<file path="src/rtl/am_road_out_if.sv">
// Road-output bundle between the glue stage, am_road_out and the serializer.
// The master side drives road words and serializer status; the slave is am_road_out.
interface am_road_out_if;
    logic [22:0] oadd;
    logic        dr_;
    logic        finish_road;
    logic        bitmap_en;
    logic        ser_full;
    logic        rhold;
    logic [31:0] ser_data;
    logic        ser_wen_;
    logic        overflow;
    logic        busy;

    modport master (
        output oadd, dr_, finish_road, bitmap_en, ser_full,
        input  rhold, ser_data, ser_wen_, overflow, busy
    );

    modport slave (
        input  oadd, dr_, finish_road, bitmap_en, ser_full,
        output rhold, ser_data, ser_wen_, overflow, busy
    );
endinterface

</file>
<file path="src/rtl/am_road_out.sv">
// Road output stage: buffers road/bitmap words from the glue tree, formats them
// for the serializer and closes each event with a trailer carrying the road count.
module am_road_out #(
    parameter int FIFO_DEPTH = 16,
    parameter int HOLD_THR   = 12
) (
    input  logic         clk,
    input  logic         init,
    am_road_out_if.slave road_io
);

    localparam int PTR_W = (FIFO_DEPTH > 1) ? $clog2(FIFO_DEPTH) : 1;
    localparam int CNT_W = $clog2(FIFO_DEPTH + 1);

    typedef enum logic [1:0] {
        IDLE,
        ROADS,
        TRAILER
    } state_e;

    state_e            state_q, state_d;

    logic [22:0]       inData_q;
    logic              inValid_q;

    logic [31:0]       fifoMem_q [FIFO_DEPTH];
    logic [PTR_W-1:0]  wrPtr_q, wrPtr_d;
    logic [PTR_W-1:0]  rdPtr_q, rdPtr_d;
    logic [CNT_W-1:0]  count_q, count_d;

    logic              phase_q, phase_d;
    logic [15:0]       roadCnt_q, roadCnt_d;
    logic [15:0]       trailerCnt_q, trailerCnt_d;

    logic              rhold_q;
    logic              overflow_q, overflow_d;
    logic [31:0]       serData_q, serData_d;
    logic              serWen_q, serWen_d;

    logic              fifoEmpty;
    logic              fifoFull;
    logic              popEn;
    logic              wrEn;
    logic              dropEn;
    logic              isBitmap;
    logic [31:0]       wrWord;

    function automatic logic [PTR_W-1:0] ptrInc(input logic [PTR_W-1:0] p);
        return (p == PTR_W'(FIFO_DEPTH - 1)) ? '0 : p + 1'b1;
    endfunction

    // The trailer slot owns the output register, so the FIFO is not drained while in TRAILER.
    always_comb begin
        fifoEmpty = (count_q == '0);
        fifoFull  = (count_q == CNT_W'(FIFO_DEPTH));
        popEn     = !fifoEmpty && !road_io.ser_full && (state_q != TRAILER);
        wrEn      = inValid_q && (!fifoFull || popEn);
        dropEn    = inValid_q && !wrEn;
        isBitmap  = road_io.bitmap_en && phase_q;
        wrWord    = isBitmap ? {4'h1, 5'b0, inData_q} : {4'h0, 5'b0, inData_q};
    end

    always_comb begin
        wrPtr_d    = wrPtr_q;
        rdPtr_d    = rdPtr_q;
        count_d    = count_q;
        overflow_d = overflow_q | dropEn;
        if (wrEn) begin
            wrPtr_d = ptrInc(wrPtr_q);
        end
        if (popEn) begin
            rdPtr_d = ptrInc(rdPtr_q);
        end
        case ({wrEn, popEn})
            2'b10:   count_d = count_q + 1'b1;
            2'b01:   count_d = count_q - 1'b1;
            default: count_d = count_q;
        endcase
    end

    // The phase follows every arriving word, dropped or not, so road/bitmap pairing survives a loss.
    always_comb begin
        state_d      = state_q;
        phase_d      = phase_q;
        roadCnt_d    = roadCnt_q;
        trailerCnt_d = trailerCnt_q;
        serData_d    = serData_q;
        serWen_d     = 1'b1;

        if (inValid_q && road_io.bitmap_en) begin
            phase_d = !phase_q;
        end
        if (wrEn && !isBitmap && (roadCnt_q != 16'hFFFF)) begin
            roadCnt_d = roadCnt_q + 16'd1;
        end
        if (popEn) begin
            serData_d = fifoMem_q[rdPtr_q];
            serWen_d  = 1'b0;
        end

        case (state_q)
            IDLE: begin
                if (inValid_q || !fifoEmpty) begin
                    state_d = ROADS;
                end
            end
            ROADS: begin
                // Count is snapshotted here so words arriving during TRAILER belong to the next event.
                if (road_io.finish_road && !inValid_q && fifoEmpty) begin
                    state_d      = TRAILER;
                    trailerCnt_d = roadCnt_q;
                    roadCnt_d    = 16'd0;
                    phase_d      = 1'b0;
                end
            end
            TRAILER: begin
                if (!road_io.ser_full) begin
                    serData_d = {4'hE, 12'b0, trailerCnt_q};
                    serWen_d  = 1'b0;
                    state_d   = IDLE;
                end
            end
            default: state_d = IDLE;
        endcase
    end

    always_ff @(posedge clk) begin
        if (init) begin
            state_q      <= IDLE;
            inData_q     <= '0;
            inValid_q    <= 1'b0;
            wrPtr_q      <= '0;
            rdPtr_q      <= '0;
            count_q      <= '0;
            phase_q      <= 1'b0;
            roadCnt_q    <= 16'd0;
            trailerCnt_q <= 16'd0;
            rhold_q      <= 1'b0;
            overflow_q   <= 1'b0;
            serData_q    <= 32'd0;
            serWen_q     <= 1'b1;
        end else begin
            state_q      <= state_d;
            inData_q     <= road_io.oadd;
            inValid_q    <= !road_io.dr_;
            wrPtr_q      <= wrPtr_d;
            rdPtr_q      <= rdPtr_d;
            count_q      <= count_d;
            phase_q      <= phase_d;
            roadCnt_q    <= roadCnt_d;
            trailerCnt_q <= trailerCnt_d;
            rhold_q      <= (count_q >= CNT_W'(HOLD_THR));
            overflow_q   <= overflow_d;
            serData_q    <= serData_d;
            serWen_q     <= serWen_d;
        end
    end

    always_ff @(posedge clk) begin
        if (wrEn) begin
            fifoMem_q[wrPtr_q] <= wrWord;
        end
    end

    assign road_io.rhold    = rhold_q;
    assign road_io.ser_data = serData_q;
    assign road_io.ser_wen_ = serWen_q;
    assign road_io.overflow = overflow_q;
    assign road_io.busy     = (state_q != IDLE);

endmodule

</file>
<file path="src/flat_wrapper.sv">
// flat-port wrapper written by rule: the top's interface ports become plain ports
module am_road_out_flat 
#(
    parameter int FIFO_DEPTH = 16,
    parameter int HOLD_THR   = 12
)
  (clk, init, road_io_oadd, road_io_dr_, road_io_finish_road, road_io_bitmap_en, road_io_ser_full, road_io_rhold, road_io_ser_data, road_io_ser_wen_, road_io_overflow, road_io_busy);
  am_road_out_if road_io_i ();
  input  logic clk;
  input  logic init;
  input wire logic [$bits(road_io_i.oadd)-1:0] road_io_oadd;
  input wire logic [$bits(road_io_i.dr_)-1:0] road_io_dr_;
  input wire logic [$bits(road_io_i.finish_road)-1:0] road_io_finish_road;
  input wire logic [$bits(road_io_i.bitmap_en)-1:0] road_io_bitmap_en;
  input wire logic [$bits(road_io_i.ser_full)-1:0] road_io_ser_full;
  output wire logic [$bits(road_io_i.rhold)-1:0] road_io_rhold;
  output wire logic [$bits(road_io_i.ser_data)-1:0] road_io_ser_data;
  output wire logic [$bits(road_io_i.ser_wen_)-1:0] road_io_ser_wen_;
  output wire logic [$bits(road_io_i.overflow)-1:0] road_io_overflow;
  output wire logic [$bits(road_io_i.busy)-1:0] road_io_busy;
  assign road_io_i.oadd = road_io_oadd;
  assign road_io_i.dr_ = road_io_dr_;
  assign road_io_i.finish_road = road_io_finish_road;
  assign road_io_i.bitmap_en = road_io_bitmap_en;
  assign road_io_i.ser_full = road_io_ser_full;
  assign road_io_rhold = road_io_i.rhold;
  assign road_io_ser_data = road_io_i.ser_data;
  assign road_io_ser_wen_ = road_io_i.ser_wen_;
  assign road_io_overflow = road_io_i.overflow;
  assign road_io_busy = road_io_i.busy;
  am_road_out #(.FIFO_DEPTH(FIFO_DEPTH), .HOLD_THR(HOLD_THR)) u_core (.clk(clk), .init(init), .road_io(road_io_i));
endmodule
</file>
<file path="config.mk">
export PLATFORM = sky130hd
export DESIGN_NAME = am_road_out_flat
export DESIGN_NICKNAME = d
export VERILOG_FILES = /design/src/rtl/am_road_out_if.sv /design/src/rtl/am_road_out.sv /design/src/flat_wrapper.sv
export SDC_FILE = /design/constraint.sdc
export NUM_CORES = 1
export LEC_CHECK = 0
export CORE_MARGIN = 4
export CORE_UTILIZATION = 63
export CTS_BUF_LIST = sky130_fd_sc_hd__clkbuf_8
export DETAILED_ROUTE_END_ITERATION = 8
export PLACE_DENSITY = 0.79
export SLEW_MARGIN = 10
export SYNTH_ARGS = -nofsm -noshare
export SYNTH_HDL_FRONTEND = slang
export SYNTH_SLANG_ARGS = --single-unit
export TNS_END_PERCENT = 100
</file>
<file path="constraint.sdc">
create_clock -name clk -period 5.5 [get_ports clk]
set_input_delay 1.65 -clock clk [delete_from_list [all_inputs] [get_ports clk]]
set_output_delay 1.65 -clock clk [all_outputs]
set_load 0.03 [all_outputs]
</file>
* Yosys cells after proc, flatten, opt, wreduce, memory -nomap -nowiden
Memory sizes are Yosys's and may differ from the RTL's. A register that Yosys moved wholly into a read port is not among the register bits. Index checks and enable logic that the tools add are counted. Widths: inputs -> output; s select.
Storage, ports and cells: input port bits 29, flip-flop bits (word level) 107, RAM bits 464, word-level logic and storage cells 83, output and inout port bits 36, memories kept 1
Cells by class: bitwise logic cells 1, reduce and logical (&&, ||, !) cells 26, equality and inequality tests 12, mux-type cells 24, add/subtract/negate cells 5, $lt $le $gt $ge 1
Memories:
- u_core.fifoMem_q | words 16, width 29, read ports 1, clocked after memory_dff 1, write ports 1, line am_road_out.sv:26 | logic [31:0] fifoMem_q [FIFO_DEPTH];
Operators by type and width (count):
- $mux 32 | 3
- $mux 16 | 3
- $mux 29 | 1
- $add 16x1->16 const B | 1
- $mux 4 | 4
- $ne 16x16->1 const B | 1
- $logic_and 1x1->1 | 10
- $pmux 5 s2 | 1
- $add 4x1->4 const B | 2
- $eq 4x4->1 const B | 2
- $logic_not 1->1 | 8
- $mux 1 | 8
- $mux 2 | 3
- $pmux 2 s3 | 1
- $add 5x1->5 const B | 1
- $eq 5x5->1 const B | 1
- $ge 5x4->1 const B | 1
- $logic_not 5->1 | 1
- $sub 5x1->5 const B | 1
- $eq 2x1->1 const B | 2
- $eq 2x2->1 const B | 2
- $ne 2x1->1 const B | 2
- $ne 2x2->1 const B | 2
- $reduce_bool 2->1 | 2
- other kinds (5) | 6

* Longest topological paths before layout
Gate-level depths: netlist (run 1).
word-level depth 11, depth in mapped cells 9, gate-level depth less buffers 8

* Least setup slack after synthesis (run 1)
No wires, ideal clock.
kind input to register, start in road_io_ser_full, end mem u_core.fifoMem_q[3][0] in the netlist's numbering (enable), setup time 435 ps, slack 859 ps, buffers on the path 2, data arrival time 4206 ps, stages on the path 6, cells stage by stage buf_2 > nor2b_1 > a211o_1 > clkbuf_1 > nand2_1 > nor3_1
Between the ends: longest elaborated chain between the ends 7
Ends and longest elaborated chain:
- start, declared | line flat_wrapper.sv:15 | input wire logic [$bits(road_io_i.ser_full)-1:0] road_io_ser_full;
- $logic_not 1->1 | line am_road_out.sv:56 | popEn = !fifoEmpty && !road_io.ser_full && (state_q != TRAILER);
- $logic_and 1x1->1 (2 in series) | line am_road_out.sv:56
- $logic_or 1x1->1 | line am_road_out.sv:57 | wrEn = inValid_q && (!fifoFull || popEn);
- $logic_and 1x1->1 | line am_road_out.sv:57
- $mux 1 | line am_road_out.sv:160 | if (wrEn) begin
- $mux 1 (implied by the code) | line am_road_out.sv:161 | fifoMem_q[wrPtr_q] <= wrWord;
- end, declared | line am_road_out.sv:26
No other way between the ends.

* Worst setup path after layout (run 1)
start in road_io_ser_full, end mem u_core.fifoMem_q[3][6] in the netlist's numbering (enable)
The elaborated chain is that of the path after synthesis.

==> results of run 1 <==
==> metrics by stage <==
step / area (um2) / instances / setup WS [ns] / hold slack [ns] / utilization [%]
floorplan: 19200 / 1083 / 0.859 / 0.450 / -
global placement: 20300 / 1505 / 1.03 / 0.446 / 68.1
detailed placement: 20300 / 1505 / 0.995 / 0.455 / 68.1
CTS: 21800 / 1644 / 1.59 / 0.468 / 72.9
global route: 21800 / 1644 / 1.38 / 0.496 / 72.9
finish: 21800 / 1644 / 1.53 / 0.464 / 72.9
==> power groups by stage <==
stage / Clock (uW) / Sequential [uW] / Combinational (uW)
after floorplan: 0 / 4600 / 883
after global placement: 0 / 4590 / 1400
after detailed placement: 0 / 4600 / 1430
after CTS: 2890 / 4520 / 1440
after global routing: 3080 / 4550 / 1540
final: 2830 / 4520 / 1440
==> flip-flops by register name, indices dropped and copies added (netlist names), 2 cells and up, named ones only <==
| register | count |
|---|---|
| u_core.wrPtr_q | 4 |
| u_core.count_q | 5 |
| u_core.inData_q | 23 |
| u_core.road_io.ser_data | 32 |
| u_core.trailerCnt_q | 16 |
| u_core.roadCnt_q | 16 |
| u_core.rdPtr_q | 4 |
| u_core.state_q | 2 |
| u_core.fifoMem_q | 384 |
==> cell usage after synthesis, types with 2 or more instances <==
cell type	number	area [um2]
o211ai_1	4	30.0
a21oi_1	15	75.1
a211o_1	2	17.5
nand2b_1	17	106
nor3b_1	2	15.0
nand4_1	9	56.3
nor3_1	16	80.1
nor2_1	40	150
nor2b_1	36	225
o31ai_1	4	30.0
mux4_2	96	2160
nor4_2	5	62.6
mux2i_1	53	531
a221o_1	6	60.1
mux2_1	2	22.5
and2_1	11	68.8
and3_1	18	113
o21ai_0	2	10.0
nand2_1	38	143
buf_2	27	135
and4_1	2	17.5
buf_1	6	22.5
edfxtp_1	384	11500
nand3_1	24	120
o22ai_1	9	56.3
a41oi_1	2	17.5
nor4_1	16	100
mux2_2	15	169
inv_1	11	41.3
dfxtp_1	111	2220
clkbuf_1	21	78.8
buf_6	2	22.5
o221ai_1	8	70.1
a2111oi_0	4	35.0
ha_1	9	113
or4_1	4	30.0
o21a_1	4	30.0
or2_2	2	12.5
a31oi_1	12	75.1
or3_1	2	12.5
a2111oi_2	6	90.1
a211oi_1	2	15.0
buf_4	6	45.0
==> per-layer routing <==
layer	vias up	global-route usage, %	share of wire (%)
li1	4580	-	-
met1	5273	35.6	40
met2	494	41.6	50
met3	64	4.98	8.2
met4	0	7.42	2.2
met5	-	0	0
==> final timing paths <==
kind	endpoint	cells past startpoint
setup / recovery	u_core.fifoMem_q[3][6]$_DFFE_PP_	6
hold / removal	u_core.road_io.ser_data[30]$_SDFF_PP0_	1
setup reg to reg	u_core.count_q[4]$_SDFFE_PP0P_	8
hold reg to reg	u_core.road_io.ser_data[30]$_SDFF_PP0_	1
==> layout by cell type (no fill, tap or decap), types with 4 or more instances in the layout <==
cell / Yosys / final
nor2_2: 0 / 12
buf_4: 6 / 31
or4_1: 4 / 4
edfxtp_1: 384 / 384
mux2i_1: 53 / 53
and2_1: 11 / 11
o31ai_1: 4 / 4
clkinv_1: 0 / 12
nor3_1: 16 / 12
o21a_1: 4 / 4
a21oi_1: 15 / 15
mux4_2: 96 / 96
nand2b_1: 17 / 17
mux2_2: 15 / 15
ha_1: 9 / 9
nor2_1: 40 / 28
clkdlybuf4s50_1: 0 / 63
nand4_1: 9 / 9
clkinv_2: 0 / 8
nand2_1: 38 / 38
o221ai_1: 8 / 8
dfxtp_1: 111 / 107
clkbuf_8: 0 / 85
a31oi_1: 12 / 12
o22ai_1: 9 / 9
nand3_1: 24 / 24
o211ai_1: 4 / 4
nor4_2: 5 / 6
a2111oi_2: 6 / 7
nor3_2: 0 / 4
a2111oi_0: 4 / 4
a221o_1: 6 / 6
nor4_1: 16 / 15
and3_1: 18 / 18
nor2b_1: 36 / 36
inv_1: 11 / 39
==> cell type report <==
type | count | area (um2)
flip-flops and latches | 495 | 13800
fillers | 1752 | 8090
multi-input cells | 514 | 5170
clock buffers | 85 | 1170
repair buffers | 94 | 863
well taps | 390 | 488
clock inverters | 54 | 274
inverters | 12 | 45.0
==> cell families (layout without fill, tap and decap cells) <==
group,Yosys count,in the layout,synth area share (%)
xor gates and xnor gates,1,1,0.0456
AOI/OAI and AO/OA,92,92,3.82
adders and majority gates,10,10,0.690
and+or+nand+nor,245,245,7.05
DFF,495,495,71.6
muxes,166,166,15.0
buffers and inverters,74,245,1.82
==> impl_results.md, run 1 <==
* GPL Wtd Cong at 0.876
* Routed wire length at 41300 um
* EDFF count, synth at 384
* Clock Skew at 0.0321 ns
* Mapped Nets at 1122
* Crit-path max cell delay at 0.66 ns
* CTS tree: built
* Reg-to-reg setup timing slack at 2.58 ns
* First-pass GRT wire length at 64000 um
* Average cell area after synthesis at 17.7 um2
* CP delay by family, top: simple AND/OR/NAND/NOR gates
* Worst Setup SP: road_io_ser_full
* Sequential power share at 51.4%
* Clock latency on the worst-skew pair at roughly 0.61 ns
* Total Power at 8790 uW
* Worst setup path category: in -> reg
* N_diodes at 0
* Worst-path clk slew at roughly 0.060 ns
* Drt first pass iters at 5
* Port Buffers at 64
* RSZ-0062 raised after global routing: false
* Layout cell share with drive strength beyond 1 at 22.7%
* Seq cells post-synth at 495
* Yosys Warn Count at 0
* Critical path cell sequence: clkdlybuf4s50_1 > nor2b_1 > a211o_1 > nand2_1 > nor3_2 > buf_4
* TNS Setup at 0 ns
* Net Sw Frac at 28.3%
* Die Y at 183 um
* Leakage power at 0.00719 uW
* Crit path DAT at about 4.2 ns
* Post-synthesis sequential area ratio at 71.6%
* Initial antenna violation count at 0
* CTS sink cnt at 495
* Max_cap viols at 0
* Post-CTS resize count at 0
* Hold path start: u_core.road_io.ser_data[30]$_SDFF_PP0_
* CP startpoint kind: input port
* Peak VDD IR at 368 uV
* Pwr/cell area at 404 nW/um2
* Rel. slew slack at 25.5%
* H-tree levels at 3
* Final setup vio count at 0
* Final hold violation count at 0
* Worst path bufs/invs at 2
* Worst endpoint required time at 5.76 ns
* Fin crit period at approximately 4.0 ns
* Clock power frac at between 30% and 40%
* Overall Global Routing Usage at 25.4%
* Worst path slowest cell: nor3_2
* Slew Viols, Final at 0
* Vias in the first global route at 10.6k
* Internal at 6300 uW
* FMAX at 252 MHz
* Core area at 29900 um2
* IO Count at 65
* Via Count at about 10k
* Die width at 183 um
* Post-CTS Setup Bufs at 0
* Clock Root Buffer: clkbuf_8
* Post-route DRC at 0
* Crit Path Max Fanout at 17
* Comb power frac at between 10% and 20%
* Cts bufs inserted at 77
* R2R Path Start: u_core.count_q[4]$_SDFFE_PP0P_
* Post-Syn Area at 19200 um2
* Psw at between 2000 and 2500 uW
* # hold bufs at CTS at 0
* Clock buffer depth at 3
* Remaining antenna violation count after routing at 0
* Starting DRT DRC Count at a little over 800
* Critical path capture point type: register
* Asr flop ratio synth at 0%
* Class of the tightest hold or removal check: reg -> reg
* Slew @ Worst Pin at 1.12 ns
* Mapped Cells at about 1.1k
* Initial core utilization at 64.3%
* Largest net degree at the start of global routing at 79
* Final period util at 72.2%
* Synth cell types at 61
* DR WL/cell at 25.1 um
* Post-DP HPWL at 25400 um
* Area Growth Syn to Fin at 13.3%
* Row count at 63
* Gr ovfl total at 0
* Via/cell ratio at 6.33
* Total die area at 33400 um2
* Ys flop type: edfxtp_1
* Final nets at approximately 1.2k
* Run status: finished, final reports clean
(Power assumes the default switching activity.)
==> run 2: changes to the inputs <==
Settings changed: CORE_UTILIZATION 63 to 57, PLACE_DENSITY 0.79 to 0.75.
Clock period 5.5 ns to 3.3 ns, I/O delays scaled along.
==> impl_results.md, run 2 (synthesis results as in run 1) <==
* Total Power at 14900 uW (+69%)
* DR WL/cell at 24.4 um (-2.9%)
* Worst Setup SP: u_core.state_q[1]$_SDFFE_PP0P_
* Biggest register: u_core.fifoMem_q
* Cts bufs inserted at 77 (unchanged)
* Final hold violation count at 0 (unchanged)
* Internal at 10700 uW (+70%)
* Total die area at 36700 um2 (+10%)
* First-pass GRT wire length at 65100 um (+1.8%)
* Worst r2r dst: u_core.count_q[4]$_SDFFE_PP0P_
* Overall Global Routing Usage at 23.8% (-1.6 points)
* Row count at 66 (+4.8%)
* Rel. slew slack at 42.2% (+17 points)
* Run status: finished, final reports clean
* IO Count at 65 (unchanged)
* Commonest non-fill, non-tap cell in the layout: edfxtp_1
* Post-route DRC at 0 (unchanged)
* N_diodes at 0 (unchanged)
* Final setup vio count at 0 (unchanged)
* Sequential power share at 49.8% (-1.6 points)
* CTS tree: built
* Max reg flops at 384 (unchanged)
* Critical path capture point type: primary output
* Layout cell share with drive strength beyond 1 at 24.7% (+2.0 points)
* Gr ovfl total at 0 (unchanged)
* GPL Wtd Cong at 0.873 (-0.34%)
* Port Buffers at 64 (unchanged)
* Pwr/cell area at 666 nW/um2 (+65%)
* Crit Path Max Fanout at 6 (-11)
* Worst endpoint required time at 2.31 ns (-3.45 ns)
* Core Util, Final at 68.0% (-4.9 points)
* Crit path DAT at 1.82 ns (-2.41 ns)
* R2R Path Start: u_core.count_q[4]$_SDFFE_PP0P_
* Comb power frac at 17.8% (+1.4 points)
* Via/cell ratio at 6.11 (-3.6%)
* Worst setup path end: road_io_busy
* Post-CTS Setup Bufs at 0 (unchanged)
* Fin crit period at 2.81 ns
* Peak VDD IR at 405 uV (+9.8%)
* Starting DRT DRC Count at 933 (+13%)
* Max_cap viols at 0 (unchanged)
* Clock power frac at 32.4% (+0.2 points)
* PnR worst setup slack at 0.489 ns (-1.04 ns)
* Crit-path max cell delay at 0.59 ns (-0.07 ns)
* Worst path slowest cell: clkdlybuf4s50_1
* RSZ-0062 raised after global routing: false
* Slew @ Worst Pin at 0.864 ns (-0.254 ns)
* H-tree levels at 3 (unchanged)
* Critical path cell sequence: or2_2 > clkdlybuf4s50_1
* Initial antenna violation count at 0 (unchanged)
* Worst-path clk slew at 0.06 ns (about the same)
* CTS sink cnt at 495 (unchanged)
* Remaining antenna violation count after routing at 0 (unchanged)
* Core area at 32900 um2 (+10%)
* Largest net degree at the start of global routing at 52 (-34%)
* Area Growth Syn to Fin at 16.3%
* Die Y at 192 um (+4.9%)
* Slew Viols, Final at 0 (unchanged)
* CP startpoint kind: register
* Via Count at 10.5k (+1.2%)
* Drt first pass iters at 5 (unchanged)
* Clock Root Buffer: clkbuf_8
* Commonest cells after routing, fill and taps aside: 384 x edfxtp_1, 107 x dfxtp_1, 96 x mux4_2
* Clock Skew at 0.0276 ns (-0.00450 ns)
* Psw at 4180 uW (+68%)
* Worst hold margin at 0.460 ns (-0.00417 ns)
* Net Sw Frac at 28.1% (-0.25 points)
* Routed wire length at 42100 um (+2.0%)
* Clock buffer depth at 3 (unchanged)
* Die width at 192 um (+4.9%)
* Clock latency on the worst-skew pair at 0.62 ns (about the same)
* TNS Setup at 0 ns (unchanged)
* DP Worst Slack at 0.00473 ns (-0.990 ns)
* Final period util at 85.2%
* Class of the tightest hold or removal check: reg -> reg
* Leakage power at 0.00738 uW (+2.6%)
* Final nets at 1262 (+2.4%)
* Post-CTS resize count at 0 (unchanged)
* Vias in the first global route at 10.8k (+1.9%)
* Reg2Reg Depth at 8 (unchanged)
* Initial core utilization at 58.5% (-5.9 points)
* Worst setup path category: reg -> out
* # hold bufs at CTS at 0 (unchanged)
* Post-DP HPWL at 27200 um (+7.2%)
* Reg-to-reg setup timing slack at 0.57 ns (-2.01 ns)
* FMAX at between 300 and 400 MHz
## run 2: cell types whose count changed in the layout (fill, tap and decap cells not counted), moves of 2 or more
cell	change
inv_1	-2
clkbuf_8	+2
nor3_4	+4
nor3_2	-4
buf_4	+10
clkinvlp_4	+4
buf_12	+19
## run 2: how the worst min path moves through the flow
stage                                           startpoint                                     end  slack [ns]  cells past startpoint
floorplan                   u_core.state_q[1]$_SDFFE_PP0P_          u_core.state_q[0]$_SDFFE_PP0P_        0.45                      1
global placement        u_core.road_io.overflow$_SDFF_PP0_      u_core.road_io.overflow$_SDFF_PP0_        0.45                      1
detailed placement  u_core.road_io.ser_data[29]$_SDFF_PP0_  u_core.road_io.ser_data[29]$_SDFF_PP0_        0.45                      1
CTS                 u_core.road_io.ser_data[29]$_SDFF_PP0_  u_core.road_io.ser_data[29]$_SDFF_PP0_        0.46                      1
global route        u_core.road_io.ser_data[31]$_SDFF_PP0_  u_core.road_io.ser_data[31]$_SDFF_PP0_        0.48                      1
finish              u_core.road_io.ser_data[29]$_SDFF_PP0_  u_core.road_io.ser_data[29]$_SDFF_PP0_        0.46                      1
## run 2: power by group through the flow
stage          sequential [uW]  clock (uW)  combinational (uW)
6_report                  7420        4830                2640
5_1_grt                   7450        5260                2820
4_1_cts                   7420        4930                2650
3_5_place_dp              7540           0                2640
3_3_place_gp              7530           0                2590
2_1_floorplan             7660           0                1470
## run 2: per-layer routing
metal | wire length, um | part of all wire (%) | GRT usage, %
met5 | 0 | 0 | 0
met3 | 2980 | 7.1 | 4.60
met2 | 20900 | 50 | 39.0
met4 | 1210 | 2.9 | 8.20
met1 | 17100 | 41 | 32.6
## run 2: final cells by class
type / instances / area (um2)
clock buffers: 87 / 1200
clock inverters: 53 / 283
fillers: 2208 / 10500
inverters: 12 / 45.0
multi-input cells: 514 / 5190
flip-flops and latches: 495 / 13800
well taps: 442 / 553
repair buffers: 123 / 1320
## run 2: worst max-delay path, delay by kind of cell (launching register included)
kind	cells	cell delay, ns
DFF	1	0.34
and+or+nand+nor	1	0.30
buffers and inverters	1	0.59
## run 2: metrics by stage
step / area (um2) / std cells
final: 22400 / 1726
after global routing: 22400 / 1726
after CTS: 22400 / 1726
after detailed placement: 20900 / 1586
after global placement: 20900 / 1586
after floorplan: 19200 / 1083
